`src/rtl/parsed_msg_fifo_if.sv`:
```
// ---------------------------------------------------------------------------
// parsed_msg_fifo_if
// Purpose : bundles the producer-side message fields, the consumer-side head
//           entry handshake and the status outputs of parsed_msg_fifo.
// Ports   :
//   parsed_valid, parsed_type, order_ref, side, shares, price,
//   new_order_ref, timestamp, misc_data      producer -> FIFO (one message)
//   out_ready                                consumer -> FIFO
//   out_valid, out_type, out_order_ref, out_side, out_shares, out_price,
//   out_new_order_ref, out_timestamp, out_misc_data   FIFO -> consumer (head)
//   fifo_count, overflow, drop_count         FIFO status
// Modports: master = producer/consumer side, slave = the FIFO itself.
// ---------------------------------------------------------------------------
interface parsed_msg_fifo_if #(
    parameter int DEPTH = 8
);
    localparam int CW = $clog2(DEPTH) + 1;

    logic          parsed_valid;
    logic [3:0]    parsed_type;
    logic [63:0]   order_ref;
    logic          side;
    logic [31:0]   shares;
    logic [31:0]   price;
    logic [63:0]   new_order_ref;
    logic [47:0]   timestamp;
    logic [63:0]   misc_data;

    logic          out_ready;
    logic          out_valid;
    logic [3:0]    out_type;
    logic [63:0]   out_order_ref;
    logic          out_side;
    logic [31:0]   out_shares;
    logic [31:0]   out_price;
    logic [63:0]   out_new_order_ref;
    logic [47:0]   out_timestamp;
    logic [63:0]   out_misc_data;

    logic [CW-1:0] fifo_count;
    logic          overflow;
    logic [15:0]   drop_count;

    modport master (
        output parsed_valid, parsed_type, order_ref, side, shares, price,
               new_order_ref, timestamp, misc_data, out_ready,
        input  out_valid, out_type, out_order_ref, out_side, out_shares,
               out_price, out_new_order_ref, out_timestamp, out_misc_data,
               fifo_count, overflow, drop_count
    );

    modport slave (
        input  parsed_valid, parsed_type, order_ref, side, shares, price,
               new_order_ref, timestamp, misc_data, out_ready,
        output out_valid, out_type, out_order_ref, out_side, out_shares,
               out_price, out_new_order_ref, out_timestamp, out_misc_data,
               fifo_count, overflow, drop_count
    );
endinterface

```
`src/rtl/parsed_msg_fifo.sv`:
```
// ---------------------------------------------------------------------------
// parsed_msg_fifo
// Purpose : show-ahead FIFO of fully parsed market messages (309-bit entries).
//           Messages arriving while full are dropped unless a pop frees a slot
//           in the same cycle; a sticky overflow flag records any drop.
// Ports   :
//   clk  - single clock, all state on posedge
//   rst  - synchronous active-high reset
//   bus  - parsed_msg_fifo_if.slave (message in, head entry out, status)
// Options : define PARSED_FIFO_DROP_STATS_EN to build a saturating 16-bit
//           dropped-message counter on drop_count; otherwise it reads 0.
// DEPTH must be a power of two in 2..64 so the pointers wrap by overflow.
// ---------------------------------------------------------------------------
module parsed_msg_fifo #(
    parameter int DEPTH = 8
) (
    input  logic                 clk,
    input  logic                 rst,
    parsed_msg_fifo_if.slave     bus
);
    localparam int AW = $clog2(DEPTH);
    localparam int CW = AW + 1;
    localparam int EW = 309;

    logic [EW-1:0] mem_q [DEPTH];
    logic [AW-1:0] wr_ptr_q, wr_ptr_d;
    logic [AW-1:0] rd_ptr_q, rd_ptr_d;
    logic [CW-1:0] count_q, count_d;
    logic          overflow_q, overflow_d;

    logic          full;
    logic          not_empty;
    logic          pop;
    logic          push;
    logic          drop;
    logic [EW-1:0] entry_in;
    logic [EW-1:0] head;

    assign full      = (count_q == CW'(DEPTH));
    assign not_empty = (count_q != '0);
    assign pop       = not_empty & bus.out_ready;
    // A pop in the same cycle frees the slot, so a full FIFO still accepts.
    assign push      = bus.parsed_valid & (~full | pop);
    assign drop      = bus.parsed_valid & full & ~pop;

    assign entry_in = {bus.parsed_type, bus.order_ref, bus.side, bus.shares,
                       bus.price, bus.new_order_ref, bus.timestamp,
                       bus.misc_data};

    // NOTE: every signal driven in always_comb gets a default first so no
    // path leaves it unassigned, which would infer a latch.
    always_comb begin
        wr_ptr_d   = wr_ptr_q;
        rd_ptr_d   = rd_ptr_q;
        count_d    = count_q;
        overflow_d = overflow_q | drop;
        if (push) wr_ptr_d = wr_ptr_q + AW'(1);
        if (pop)  rd_ptr_d = rd_ptr_q + AW'(1);
        if (push && !pop)      count_d = count_q + CW'(1);
        else if (pop && !push) count_d = count_q - CW'(1);
    end

    // NOTE: state registers use non-blocking assignments so every flop
    // samples the pre-edge values, independent of statement order.
    always_ff @(posedge clk) begin
        if (rst) begin
            wr_ptr_q   <= '0;
            rd_ptr_q   <= '0;
            count_q    <= '0;
            overflow_q <= 1'b0;
        end else begin
            wr_ptr_q   <= wr_ptr_d;
            rd_ptr_q   <= rd_ptr_d;
            count_q    <= count_d;
            overflow_q <= overflow_d;
        end
    end

    // NOTE: the storage array is deliberately not reset; it maps onto plain
    // RAM, and the head is masked to zero below whenever the FIFO is empty.
    always_ff @(posedge clk) begin
        if (push && !rst) mem_q[wr_ptr_q] <= entry_in;
    end

    assign head = not_empty ? mem_q[rd_ptr_q] : '0;

    assign bus.out_valid = not_empty;
    assign {bus.out_type, bus.out_order_ref, bus.out_side, bus.out_shares,
            bus.out_price, bus.out_new_order_ref, bus.out_timestamp,
            bus.out_misc_data} = head;
    assign bus.fifo_count = count_q;
    assign bus.overflow   = overflow_q;

`ifdef PARSED_FIFO_DROP_STATS_EN
    logic [15:0] drop_cnt_q, drop_cnt_d;

    // Saturates so a long overload never wraps back to a small count.
    always_comb begin
        drop_cnt_d = drop_cnt_q;
        if (drop && drop_cnt_q != 16'hFFFF) drop_cnt_d = drop_cnt_q + 16'd1;
    end

    always_ff @(posedge clk) begin
        if (rst) drop_cnt_q <= '0;
        else     drop_cnt_q <= drop_cnt_d;
    end

    assign bus.drop_count = drop_cnt_q;
`else
    assign bus.drop_count = 16'd0;
`endif

endmodule

```
`src/flat_wrapper.sv`:
```
// flat-port wrapper written by rule: the top's interface ports become plain ports
module parsed_msg_fifo_flat 
#(
    parameter int DEPTH = 8
)
  (clk, rst, bus_parsed_valid, bus_parsed_type, bus_order_ref, bus_side, bus_shares, bus_price, bus_new_order_ref, bus_timestamp, bus_misc_data, bus_out_ready, bus_out_valid, bus_out_type, bus_out_order_ref, bus_out_side, bus_out_shares, bus_out_price, bus_out_new_order_ref, bus_out_timestamp, bus_out_misc_data, bus_fifo_count, bus_overflow, bus_drop_count);
  parsed_msg_fifo_if #(.DEPTH(DEPTH)) bus_i ();
  input  logic clk;
  input  logic rst;
  input wire logic [$bits(bus_i.parsed_valid)-1:0] bus_parsed_valid;
  input wire logic [$bits(bus_i.parsed_type)-1:0] bus_parsed_type;
  input wire logic [$bits(bus_i.order_ref)-1:0] bus_order_ref;
  input wire logic [$bits(bus_i.side)-1:0] bus_side;
  input wire logic [$bits(bus_i.shares)-1:0] bus_shares;
  input wire logic [$bits(bus_i.price)-1:0] bus_price;
  input wire logic [$bits(bus_i.new_order_ref)-1:0] bus_new_order_ref;
  input wire logic [$bits(bus_i.timestamp)-1:0] bus_timestamp;
  input wire logic [$bits(bus_i.misc_data)-1:0] bus_misc_data;
  input wire logic [$bits(bus_i.out_ready)-1:0] bus_out_ready;
  output wire logic [$bits(bus_i.out_valid)-1:0] bus_out_valid;
  output wire logic [$bits(bus_i.out_type)-1:0] bus_out_type;
  output wire logic [$bits(bus_i.out_order_ref)-1:0] bus_out_order_ref;
  output wire logic [$bits(bus_i.out_side)-1:0] bus_out_side;
  output wire logic [$bits(bus_i.out_shares)-1:0] bus_out_shares;
  output wire logic [$bits(bus_i.out_price)-1:0] bus_out_price;
  output wire logic [$bits(bus_i.out_new_order_ref)-1:0] bus_out_new_order_ref;
  output wire logic [$bits(bus_i.out_timestamp)-1:0] bus_out_timestamp;
  output wire logic [$bits(bus_i.out_misc_data)-1:0] bus_out_misc_data;
  output wire logic [$bits(bus_i.fifo_count)-1:0] bus_fifo_count;
  output wire logic [$bits(bus_i.overflow)-1:0] bus_overflow;
  output wire logic [$bits(bus_i.drop_count)-1:0] bus_drop_count;
  assign bus_i.parsed_valid = bus_parsed_valid;
  assign bus_i.parsed_type = bus_parsed_type;
  assign bus_i.order_ref = bus_order_ref;
  assign bus_i.side = bus_side;
  assign bus_i.shares = bus_shares;
  assign bus_i.price = bus_price;
  assign bus_i.new_order_ref = bus_new_order_ref;
  assign bus_i.timestamp = bus_timestamp;
  assign bus_i.misc_data = bus_misc_data;
  assign bus_i.out_ready = bus_out_ready;
  assign bus_out_valid = bus_i.out_valid;
  assign bus_out_type = bus_i.out_type;
  assign bus_out_order_ref = bus_i.out_order_ref;
  assign bus_out_side = bus_i.out_side;
  assign bus_out_shares = bus_i.out_shares;
  assign bus_out_price = bus_i.out_price;
  assign bus_out_new_order_ref = bus_i.out_new_order_ref;
  assign bus_out_timestamp = bus_i.out_timestamp;
  assign bus_out_misc_data = bus_i.out_misc_data;
  assign bus_fifo_count = bus_i.fifo_count;
  assign bus_overflow = bus_i.overflow;
  assign bus_drop_count = bus_i.drop_count;
  parsed_msg_fifo #(.DEPTH(DEPTH)) u_core (.clk(clk), .rst(rst), .bus(bus_i));
endmodule
```
`config.mk`:
```
export PLATFORM = sky130hd
export DESIGN_NAME = parsed_msg_fifo_flat
export DESIGN_NICKNAME = d
export VERILOG_FILES = /design/src/rtl/parsed_msg_fifo_if.sv /design/src/rtl/parsed_msg_fifo.sv /design/src/flat_wrapper.sv
export SDC_FILE = /design/constraint.sdc
export NUM_CORES = 2
export LEC_CHECK = 0
export ABC_AREA = 1
export CORE_MARGIN = 8
export CORE_UTILIZATION = 53
export CTS_CLUSTER_DIAMETER = 100
export DETAILED_ROUTE_END_ITERATION = 7
export HOLD_SLACK_MARGIN = 0.02
export PLACE_DENSITY = 0.72
export SLEW_MARGIN = 30
export SYNTH_ARGS = -nofsm -noshare
export SYNTH_HDL_FRONTEND = slang
export SYNTH_SLANG_ARGS = --single-unit
```
`constraint.sdc`:
```
create_clock -name clk -period 38 [get_ports clk]
set_input_delay 5.7 -clock clk [delete_from_list [all_inputs] [get_ports clk]]
set_output_delay 5.7 -clock clk [all_outputs]
set_load 0.05 [all_outputs]
```
==> impl_metrics.ini <==
[floorplan]
die_height_um = 466
core_area_sq_mm = 0.201
initial_core_util = 0.532
rows = 165
die_area_sq_mm = 0.217
num_io_pins = 644
die_w_um = 466

[power_and_ir_drop]
seq_power_share = 0.367
internal-power_mw = 5.34
power.leakage_nw = 51.2
ir_drop_uv = 78.0
swShare = 0.371
finalPower_mw = 8.49
netSwitchingPower_mw = 3.16
clock_power_share = 0.293
powerDensity_mw_per_mm2 = 69.1
p_comb_frac = 0.340

[worst_setup_path]
required_ns = 32.30
cp_slowest_stage_delay_ns = 0.93
worstPathCellList = buf_4 > buf_4 > buf_4 > buf_4 > nor2_1 > nor2_1 > clkdlybuf4s50_1
reg2reg_depth = 7
cpMostUsedCell = buf_4
cp-end-kind = output port
critPathMaxFanout = 75
slowest_stage = dfxtp_4
arrival_ns = 6.75
cp-start-kind = register
crit_type = register to output port

[synth]
synthCells = 10200
synth_seq_cells = 2486
ys_types = 25
syn_area_sq_mm = 0.107
syn_avg_cell_area_sq_um = 10.5
ys_seq_area_frac = 0.695
yosysWarnings = 0

[drt]
drc = 0
wl_um = 263000
viasPerCell = 5.20
drtAntennaViolNets = 0
firstDrtPassIters = 6
drtIter0Drc = 6441
dr_total_vias = 70700
wire_per_inst_um = 19.4

[placed_design]
dpl_cell_area_sq_mm = 0.114
post-place-ws_ns = 26.33
place.gp.congestion = 0.814
port_buffers = 627
hpwlAfterDp_um = 139000
place_inst = 13100

[final_layout]
seq_area_sq_mm = 0.0745
multi_input_area_sq_mm = 0.0245
layout_commonest_cell = nand2_1
final_nets = 11000
drive_gt1_frac = 0.0697
finalNonFillerCells = 13600
num-fill-cells = 15600
final_area_sq_mm = 0.123
final_cell_mix = nand2_1, edfxtp_1, inv_1
area_growth_pct = 14.7

[timing]
slew_viol_final = 0
setup_viol = 0
finalHoldViolCount = 0
fin_ws_ns = 25.55
finalSetupTns_ns = 0
tightest_slew_ns = 1.21
fmax_ghz = 0.0803
period_needed_ns = 12.45
min_period_over_period = 0.328
rsz0062_at_grt = no
finClkSkew_ns = 0.0535
relSlewSlack = 0.192

[clocking]
cts_tree = yes
clock_latency_ns = 0.92
h-tree-depth = 5
root_buffer = clkbuf_16
hold_buffers = 0
clock_path_buffers = 4
path_clk_slew_ns = 0.06
post_cts_buffers = 0
cts_resized = 0
cts_buffers = 278
cts_sinks = 2486

[global_route]
grtUsageTotal = 0.236
grt_overflow_total = 0
grt_pass1_vias = 69100
antenna_found_initial = 63
grt_pass1_wl_um = 400000
grt_max_degree = 273

[run_status]
outcome = completed

[flow_run]
maxCapViolations = 0

[min_path]
hold_class = register to register
hold_depth = 2
[power by group through the flow]
stage          sequential (mW)  clock [mW]  combinational [mW]
2_1_floorplan             3.20           0                1.98
3_3_place_gp              3.18           0                2.84
3_5_place_dp              3.18           0                2.87
4_1_cts                   3.12        2.54                2.89
5_1_grt                   3.12        2.65                3.09
6_report                  3.12        2.49                2.88
[stage by stage]
step / hold WS, ns / util
6_report: 0.453 / 0.610
5_1_grt: 0.478 / 0.609
4_1_cts: 0.454 / 0.609
3_5_place_dp: 0.443 / 0.567
3_3_place_gp: 0.445 / 0.567
2_1_floorplan: 0.458 / -
[synthesized netlist by cell type (all sizes together)]
cell type / number / area share
nand3: 938 / 0.044
edfxtp: 2472 / 0.69
o21ai: 2 / 0.000093
nand3b: 1 / 0.000070
nor2: 639 / 0.022
dfxtp: 14 / 0.0026
fa: 1 / 0.00019
xor2: 3 / 0.00025
ha: 5 / 0.00058
or2: 2 / 0.00012
a21oi: 7 / 0.00033
conb: 1 / 0.000035
nand2: 4347 / 0.16
buf: 425 / 0.030
clkbuf: 107 / 0.0037
inv: 1249 / 0.044
nand4: 1 / 0.000058
clkinv: 1 / 0.000047
[critical path: cells and delay by family (launching register included)]
family / cells / cell delay [ns]
and+or+nand+nor: 2 / 0.55
DFF: 1 / 0.93
buffers and inverters: 5 / 4.22
[flip-flops by register name, summed over array words and instances, names as in the netlist, named ones only]
| signal | count |
|---|---|
| u_core.mem_q | 2472 |
| u_core.rd_ptr_q | 3 |
| u_core.bus.overflow | 1 |
| u_core.wr_ptr_q | 3 |
| u_core.bus.fifo_count | 4 |
[layer usage]
metal / up-vias / GRT usage / part of all wire
met5: - / 0 / 0.00083
met4: 36 / 0.0934 / 0.032
met3: 458 / 0.0543 / 0.082
met2: 2620 / 0.397 / 0.49
met1: 34000 / 0.299 / 0.40
li1: 33600 / - / -
[logic make-up after synthesis]
| family | count (synthesis) | share of synthesized area |
|---|---|---|
| adders and majority gates | 6 | 0.000771 |
| other | 1 | 0.0000350 |
| and+or+nand+nor | 5928 | 0.226 |
| DFF | 2486 | 0.695 |
| buffers and inverters | 1782 | 0.0772 |
| AOI/OAI and AO/OA | 9 | 0.000420 |
| xor gates and xnor gates | 3 | 0.000245 |
[final timing paths]
check	startpoint	to	slack [ns]
max	register	bus_out_misc_data[6]	25.55
min	u_core.bus.overflow$_SDFF_PP0_	u_core.bus.overflow$_SDFF_PP0_	0.45
max reg2reg	u_core.bus.fifo_count[0]$_SDFFE_PP0P_	u_core.mem_q[3][53]$_DFFE_PP_	32.98
min reg2reg	u_core.bus.overflow$_SDFF_PP0_	u_core.bus.overflow$_SDFF_PP0_	0.45
[cell type report]
cell class	instances	area share
timing repair buffer	716	0.0594
tap	2672	0.0272
multi-input combinational	5962	0.199
antenna	45	0.000917
inverter	1250	0.0385
sequential	2486	0.607
clock inverter	136	0.00812
clock buffer	332	0.0598
Note: power is estimated with default switching activity, not from simulation.
